<file path="src/rtl/mult_arbiter_if.sv">
// rtl/mult_arbiter_if.sv - requester and multiplier-core signal bundle for mult_arbiter
interface mult_arbiter_if;
   logic [1:0]  req_valid;
   logic [63:0] req_op1;
   logic [63:0] req_op2;
   logic [1:0]  req_ready;
   logic [1:0]  resp_valid;
   logic [1:0]  resp_ready;
   logic [63:0] resp_product;
   logic        resp_err;
   logic        mul_begin;
   logic [31:0] mul_op1;
   logic [31:0] mul_op2;
   logic [63:0] mul_product;
   logic        mul_end;

   // Environment side: requesters plus the multiplier core
   modport master (
      output req_valid, req_op1, req_op2, resp_ready, mul_product, mul_end,
      input  req_ready, resp_valid, resp_product, resp_err, mul_begin, mul_op1, mul_op2
   );

   // Arbiter side
   modport slave (
      input  req_valid, req_op1, req_op2, resp_ready, mul_product, mul_end,
      output req_ready, resp_valid, resp_product, resp_err, mul_begin, mul_op1, mul_op2
   );
endinterface

</file>
<file path="src/rtl/mult_arbiter.sv">
// rtl/mult_arbiter.sv - round-robin sharing of one iterative multiplier between two requesters
module mult_arbiter #(
   parameter int TIMEOUT = 64,
   parameter int CNT_W   = 16
) (
   input  logic             clk,
   input  logic             resetn,
   mult_arbiter_if.slave    bus,
   output logic             busy,
   output logic [CNT_W-1:0] done_cnt0,
   output logic [CNT_W-1:0] done_cnt1
);

   localparam int            TW     = $clog2(TIMEOUT);
   localparam logic [TW-1:0] T_LAST = TW'(TIMEOUT - 1);

   typedef enum logic [1:0] {IDLE, RUN, RESP} state_t;

   state_t        state;
   logic          last_grant;
   logic          owner;
   logic [TW-1:0] timer;
   logic          grant_idx;

   // Request acceptance: only in IDLE, ties go to whoever was not served last
   always_comb begin
      bus.req_ready = 2'b00;
      if (state == IDLE) begin
         bus.req_ready[0] = bus.req_valid[0] & (~bus.req_valid[1] | last_grant);
         bus.req_ready[1] = bus.req_valid[1] & (~bus.req_valid[0] | ~last_grant);
      end
      grant_idx = bus.req_ready[1];
   end

   assign busy = (state != IDLE);

   // Control FSM: accept, run the core with begin held high, hold the response until consumed
   always_ff @(posedge clk) begin
      if (!resetn) begin
         state            <= IDLE;
         bus.mul_begin    <= 1'b0;
         bus.mul_op1      <= '0;
         bus.mul_op2      <= '0;
         bus.resp_valid   <= 2'b00;
         bus.resp_product <= '0;
         bus.resp_err     <= 1'b0;
         done_cnt0        <= '0;
         done_cnt1        <= '0;
         last_grant       <= 1'b1;
         owner            <= 1'b0;
         timer            <= '0;
      end else begin
         case (state)
            IDLE: begin
               if (|bus.req_ready) begin
                  bus.mul_op1   <= grant_idx ? bus.req_op1[63:32] : bus.req_op1[31:0];
                  bus.mul_op2   <= grant_idx ? bus.req_op2[63:32] : bus.req_op2[31:0];
                  owner         <= grant_idx;
                  last_grant    <= grant_idx;
                  timer         <= '0;
                  bus.mul_begin <= 1'b1;
                  state         <= RUN;
               end
            end
            RUN: begin
               timer <= timer + 1'b1;
               // A completion on the timeout cycle still counts as a real result
               if (bus.mul_end) begin
                  bus.resp_product <= bus.mul_product;
                  bus.resp_err     <= 1'b0;
                  bus.mul_begin    <= 1'b0;
                  bus.resp_valid   <= owner ? 2'b10 : 2'b01;
                  state            <= RESP;
               end else if (timer == T_LAST) begin
                  bus.resp_product <= '0;
                  bus.resp_err     <= 1'b1;
                  bus.mul_begin    <= 1'b0;
                  bus.resp_valid   <= owner ? 2'b10 : 2'b01;
                  state            <= RESP;
               end
            end
            RESP: begin
               if (bus.resp_ready[owner]) begin
                  bus.resp_valid <= 2'b00;
                  if (owner) done_cnt1 <= done_cnt1 + 1'b1;
                  else       done_cnt0 <= done_cnt0 + 1'b1;
                  state          <= IDLE;
               end
            end
            default: state <= IDLE;
         endcase
      end
   end

endmodule

</file>
<file path="src/flat_wrapper.sv">
// flat-port wrapper written by rule: the top's interface ports become plain ports
module mult_arbiter_flat 
#(
   parameter int TIMEOUT = 64,
   parameter int CNT_W   = 16
)
  (clk, resetn, busy, done_cnt0, done_cnt1, bus_req_valid, bus_req_op1, bus_req_op2, bus_resp_ready, bus_mul_product, bus_mul_end, bus_req_ready, bus_resp_valid, bus_resp_product, bus_resp_err, bus_mul_begin, bus_mul_op1, bus_mul_op2);
  mult_arbiter_if bus_i ();
  input  logic clk;
  input  logic resetn;
  output logic busy;
  output logic [CNT_W-1:0] done_cnt0;
  output logic [CNT_W-1:0] done_cnt1;
  input wire logic [$bits(bus_i.req_valid)-1:0] bus_req_valid;
  input wire logic [$bits(bus_i.req_op1)-1:0] bus_req_op1;
  input wire logic [$bits(bus_i.req_op2)-1:0] bus_req_op2;
  input wire logic [$bits(bus_i.resp_ready)-1:0] bus_resp_ready;
  input wire logic [$bits(bus_i.mul_product)-1:0] bus_mul_product;
  input wire logic [$bits(bus_i.mul_end)-1:0] bus_mul_end;
  output wire logic [$bits(bus_i.req_ready)-1:0] bus_req_ready;
  output wire logic [$bits(bus_i.resp_valid)-1:0] bus_resp_valid;
  output wire logic [$bits(bus_i.resp_product)-1:0] bus_resp_product;
  output wire logic [$bits(bus_i.resp_err)-1:0] bus_resp_err;
  output wire logic [$bits(bus_i.mul_begin)-1:0] bus_mul_begin;
  output wire logic [$bits(bus_i.mul_op1)-1:0] bus_mul_op1;
  output wire logic [$bits(bus_i.mul_op2)-1:0] bus_mul_op2;
  assign bus_i.req_valid = bus_req_valid;
  assign bus_i.req_op1 = bus_req_op1;
  assign bus_i.req_op2 = bus_req_op2;
  assign bus_i.resp_ready = bus_resp_ready;
  assign bus_i.mul_product = bus_mul_product;
  assign bus_i.mul_end = bus_mul_end;
  assign bus_req_ready = bus_i.req_ready;
  assign bus_resp_valid = bus_i.resp_valid;
  assign bus_resp_product = bus_i.resp_product;
  assign bus_resp_err = bus_i.resp_err;
  assign bus_mul_begin = bus_i.mul_begin;
  assign bus_mul_op1 = bus_i.mul_op1;
  assign bus_mul_op2 = bus_i.mul_op2;
  mult_arbiter #(.TIMEOUT(TIMEOUT), .CNT_W(CNT_W)) u_core (.clk(clk), .resetn(resetn), .bus(bus_i), .busy(busy), .done_cnt0(done_cnt0), .done_cnt1(done_cnt1));
endmodule
</file>
<file path="config.mk">
export PLATFORM = sky130hd
export DESIGN_NAME = mult_arbiter_flat
export DESIGN_NICKNAME = d
export VERILOG_FILES = /design/src/rtl/mult_arbiter_if.sv /design/src/rtl/mult_arbiter.sv /design/src/flat_wrapper.sv
export SDC_FILE = /design/constraint.sdc
export NUM_CORES = 1
export LEC_CHECK = 0
export BUFFER_PORTS_ARGS = -buffer_cell sky130_fd_sc_hd__buf_2
export CORE_AREA = 5 5 138 140
export CTS_BUF_LIST = sky130_fd_sc_hd__clkbuf_2 sky130_fd_sc_hd__clkbuf_4 sky130_fd_sc_hd__clkbuf_8
export DETAILED_ROUTE_END_ITERATION = 10
export DIE_AREA = 0 0 143 145
export PLACE_DENSITY = 0.7
export SYNTH_ARGS = -nofsm -noshare
export SYNTH_HDL_FRONTEND = slang
export SYNTH_SLANG_ARGS = --single-unit
</file>
<file path="constraint.sdc">
create_clock -name clk -period 2.4 [get_ports clk]
set_input_delay 0.48 -clock clk [delete_from_list [all_inputs] [get_ports clk]]
set_output_delay 0.48 -clock clk [all_outputs]
set_load 0.005 [all_outputs]
</file>
==> results.ini <==
[synthesis]
synth_mux_area_share_pct = 0.746
ys_types = 44
async_flop_share_pct = 0
synth_top_family_by_area = compound AO/OA/AOI/OAI gates
synth_xor_xnor_area_share_pct = 3.00
ys_seq_area_share_pct = 51.9
synth_fp_nets = 955
synthTopCellsByArea = dfxtp_1, nand2_1, a22o_1, a31oi_1, o21ai_0
syn_inst = 753
netlist_area_sq_um = 6710
ys_ff_latch = 174
synth_top_area_share_pct = 51.9
yosysTopAreaCell = dfxtp_1
synth-simple-area-share_pct = 17.2
syn_avg_cell_area_sq_um = 8.91
synth-edff-count = 0
synth_warnings = 0
synthAdderAreaFrac_pct = 0.560
synth-compound-area-share_pct = 22.1
synth_flop_cell = dfxtp_1

[timing]
tightest_slew_ns = 0.754
drv_slew = 0
finalSetupViolations = 0
fin_crit_sh_pct = 91.8
rsz0062_at_grt = no
fin_skew_ns = 0.0182
final.setup.tns_ns = 0
relSlewSlack_pct = 49.7
hold_viol = 0
fmax_mhz = 454
finalCriticalPeriod_ns = 2.20

[placement]
dpl_cell_area_sq_um = 8710
routabilityCongestion = 0.802
dp_hpwl_um = 15200
io_buffer_count = 365

[drt]
firstDrtPassIters = 4
ant_nets = 0
drc = 0
drt_wl_total_um = 21000
vias_per_cell = 4.99
drt_iter0_drc = 276
detail_route.wl_per_cell_um = 15.8
vias = 6631

[global_routing]
antenna_found_initial = 3
grt_max_degree = 78
grt_pass1_vias = 6339
grt_overflow = 0
grt_usage_pct = 19.4
grt_pass1_wl_um = 33200

[clock_tree]
ctsHoldBuffers = 0
cts_resized = 0
clock_latency_ns = 0.44
postCtsSetupBuffers = 0
numCtsBuffers = 17
clock-sinks = 174
clk_pin_slew_ns = 0.10
tritoncts = yes
cts_root_buf = clkbuf_8
cts_buffer_depth = 2
cts_max_level = 4

[cells_and_area]
mostFrequentLayoutCell = buf_2
final_util_pct = 51.6
drive_gt1_share_pct = 37.9
final_cell_mix = buf_2, dfxtp_1, nand2_1
syn_to_final_growth_pct = 36.3
finalInstanceArea_sq_um = 9140
final_nets = 1289

[hold_path]
hold_class = input pin to flip-flop
hp-start = bus_mul_product[38]

[power_and_ir_drop]
p_int_mw = 4.62
peakVddDrop_uv = 385
p_comb_share_pct = 15.1
p_sw_mw = 1.74
pwr-share-seq_pct = 50.2
power_frac_clock_pct = 34.6
leakage_nw = 4.39
switching_share_pct = 27.3
powerDensity_nw_per_um2 = 695

[critical_path]
cp_slowest_cell = dfxtp_1
path_class = flip-flop to output port
critical_path.cell_chain = nor3b_1 -> nand2_2 -> inv_2 -> buf_2
cp-end-kind = output port
critPathMaxStageDelay_ns = 0.45
worstReg2RegStart = u_core.state[1]
cp_max_fo = 12
arrival_ns = 1.72
crit_required_ns = 1.92
startpoint_type = flip-flop
worstSetupStartpoint = u_core.state[1]

[die]
core.rowCount = 49
fp.dieH_um = 145
start_util_pct = 37.9
die_x_um = 143
core_area_sq_um = 17700
die-area_sq_um = 20700
io_pins = 366

[run_status]
outcome = finished clean

[flow_run]
max-cap-violations = 0

[cell usage after synthesis (2+ instances only)]
cell and instances:
o21ai_0 74, xnor2_1 15, ha_1 3, a21oi_1 17, or2_2 2, a31oi_1 64
nor3_1 8, inv_1 10, nand2_1 152, nor2b_1 2, buf_1 12, dfxtp_1 174
buf_2 15, and3_1 5, nand4b_1 3, nand3_1 12, o21a_1 3, nand4_1 7
nor2_1 29, nand2b_1 3, o31ai_1 4, a22o_1 64, nor4_1 7, or4_1 3
or3_1 5, mux2i_1 5, clkbuf_1 31, xor2_1 8
[final cells by class]
cell class                 count  area, sq um
multi-input combinational    508         2950
tap                          229          287
antenna                        2         5.00
clock buffer                  18          248
fill                        1686         8570
clock inverter                13          179
timing repair buffer         375         1950
inverter                      11         41.3
sequential                   174         3480
[state kept, by name, indices dropped and copies added (netlist names)]
name	cells
u_core.bus.resp_product	64
u_core.bus.mul_op1	32
u_core.bus.mul_op2	32
u_core.done_cnt0	16
u_core.done_cnt1	16
u_core.timer	6
u_core.bus.resp_valid	2
u_core.state	2
u_core.bus.mul_begin	1
u_core.bus.resp_err	1
u_core.last_grant	1
u_core.owner	1
[power by group through the flow]
stage | clock, mW | combinational (mW) | sequential, mW
floorplan | 0 | 0.460 | 3.26
global placement | 0 | 0.963 | 3.25
detailed placement | 0 | 0.971 | 3.25
CTS | 2.27 | 0.974 | 3.19
global route | 2.39 | 1.08 | 3.22
finish | 2.20 | 0.961 | 3.19
[final timing paths]
kind	end	slack [ns]	cells after the start
max reg2reg	u_core.done_cnt0[14]	0.40	4
min	u_core.bus.resp_product[38]	0.25	2
max	bus_req_ready[1]	0.20	4
min reg2reg	u_core.bus.resp_product[16]	0.47	1
[logic make-up (layout without fill, tap and decap cells)]
kind of cell,count (synthesis),in the layout
AND/OR/NAND/NOR,249,249
multiplexers,5,5
other,0,2
flip-flops,174,174
AO/OA/AOI/OAI,228,228
buffers and inverters,71,417
XOR/XNOR,23,23
adder cells (fa/ha/maj),3,3
[layer usage]
metal | GRT usage (%) | routed length, um
met2 | 32.8 | 10500
met4 | 5.89 | 276
met1 | 23.4 | 8440
met3 | 6.48 | 1810
met5 | 0 | 0
[worst max-delay path, delay by kind of cell, from the launching register on]
family                 cells  cell delay, ns
AND/OR/NAND/NOR            2            0.47
flip-flops                 1            0.45
buffers and inverters      2            0.37
[per-stage QoR]
stage	hold slack, ns	total power, mW	worst slack, ns	std cells
final	0.247	6.35	0.196	1330
after global routing	0.208	6.68	0.0274	1330
after floorplan	0.453	3.72	0.689	753
after detailed placement	0.450	4.22	0.416	1297
after CTS	0.201	6.43	0.134	1328
after global placement	0.443	4.21	0.425	1297
Power figures use the tool's default switching activity.
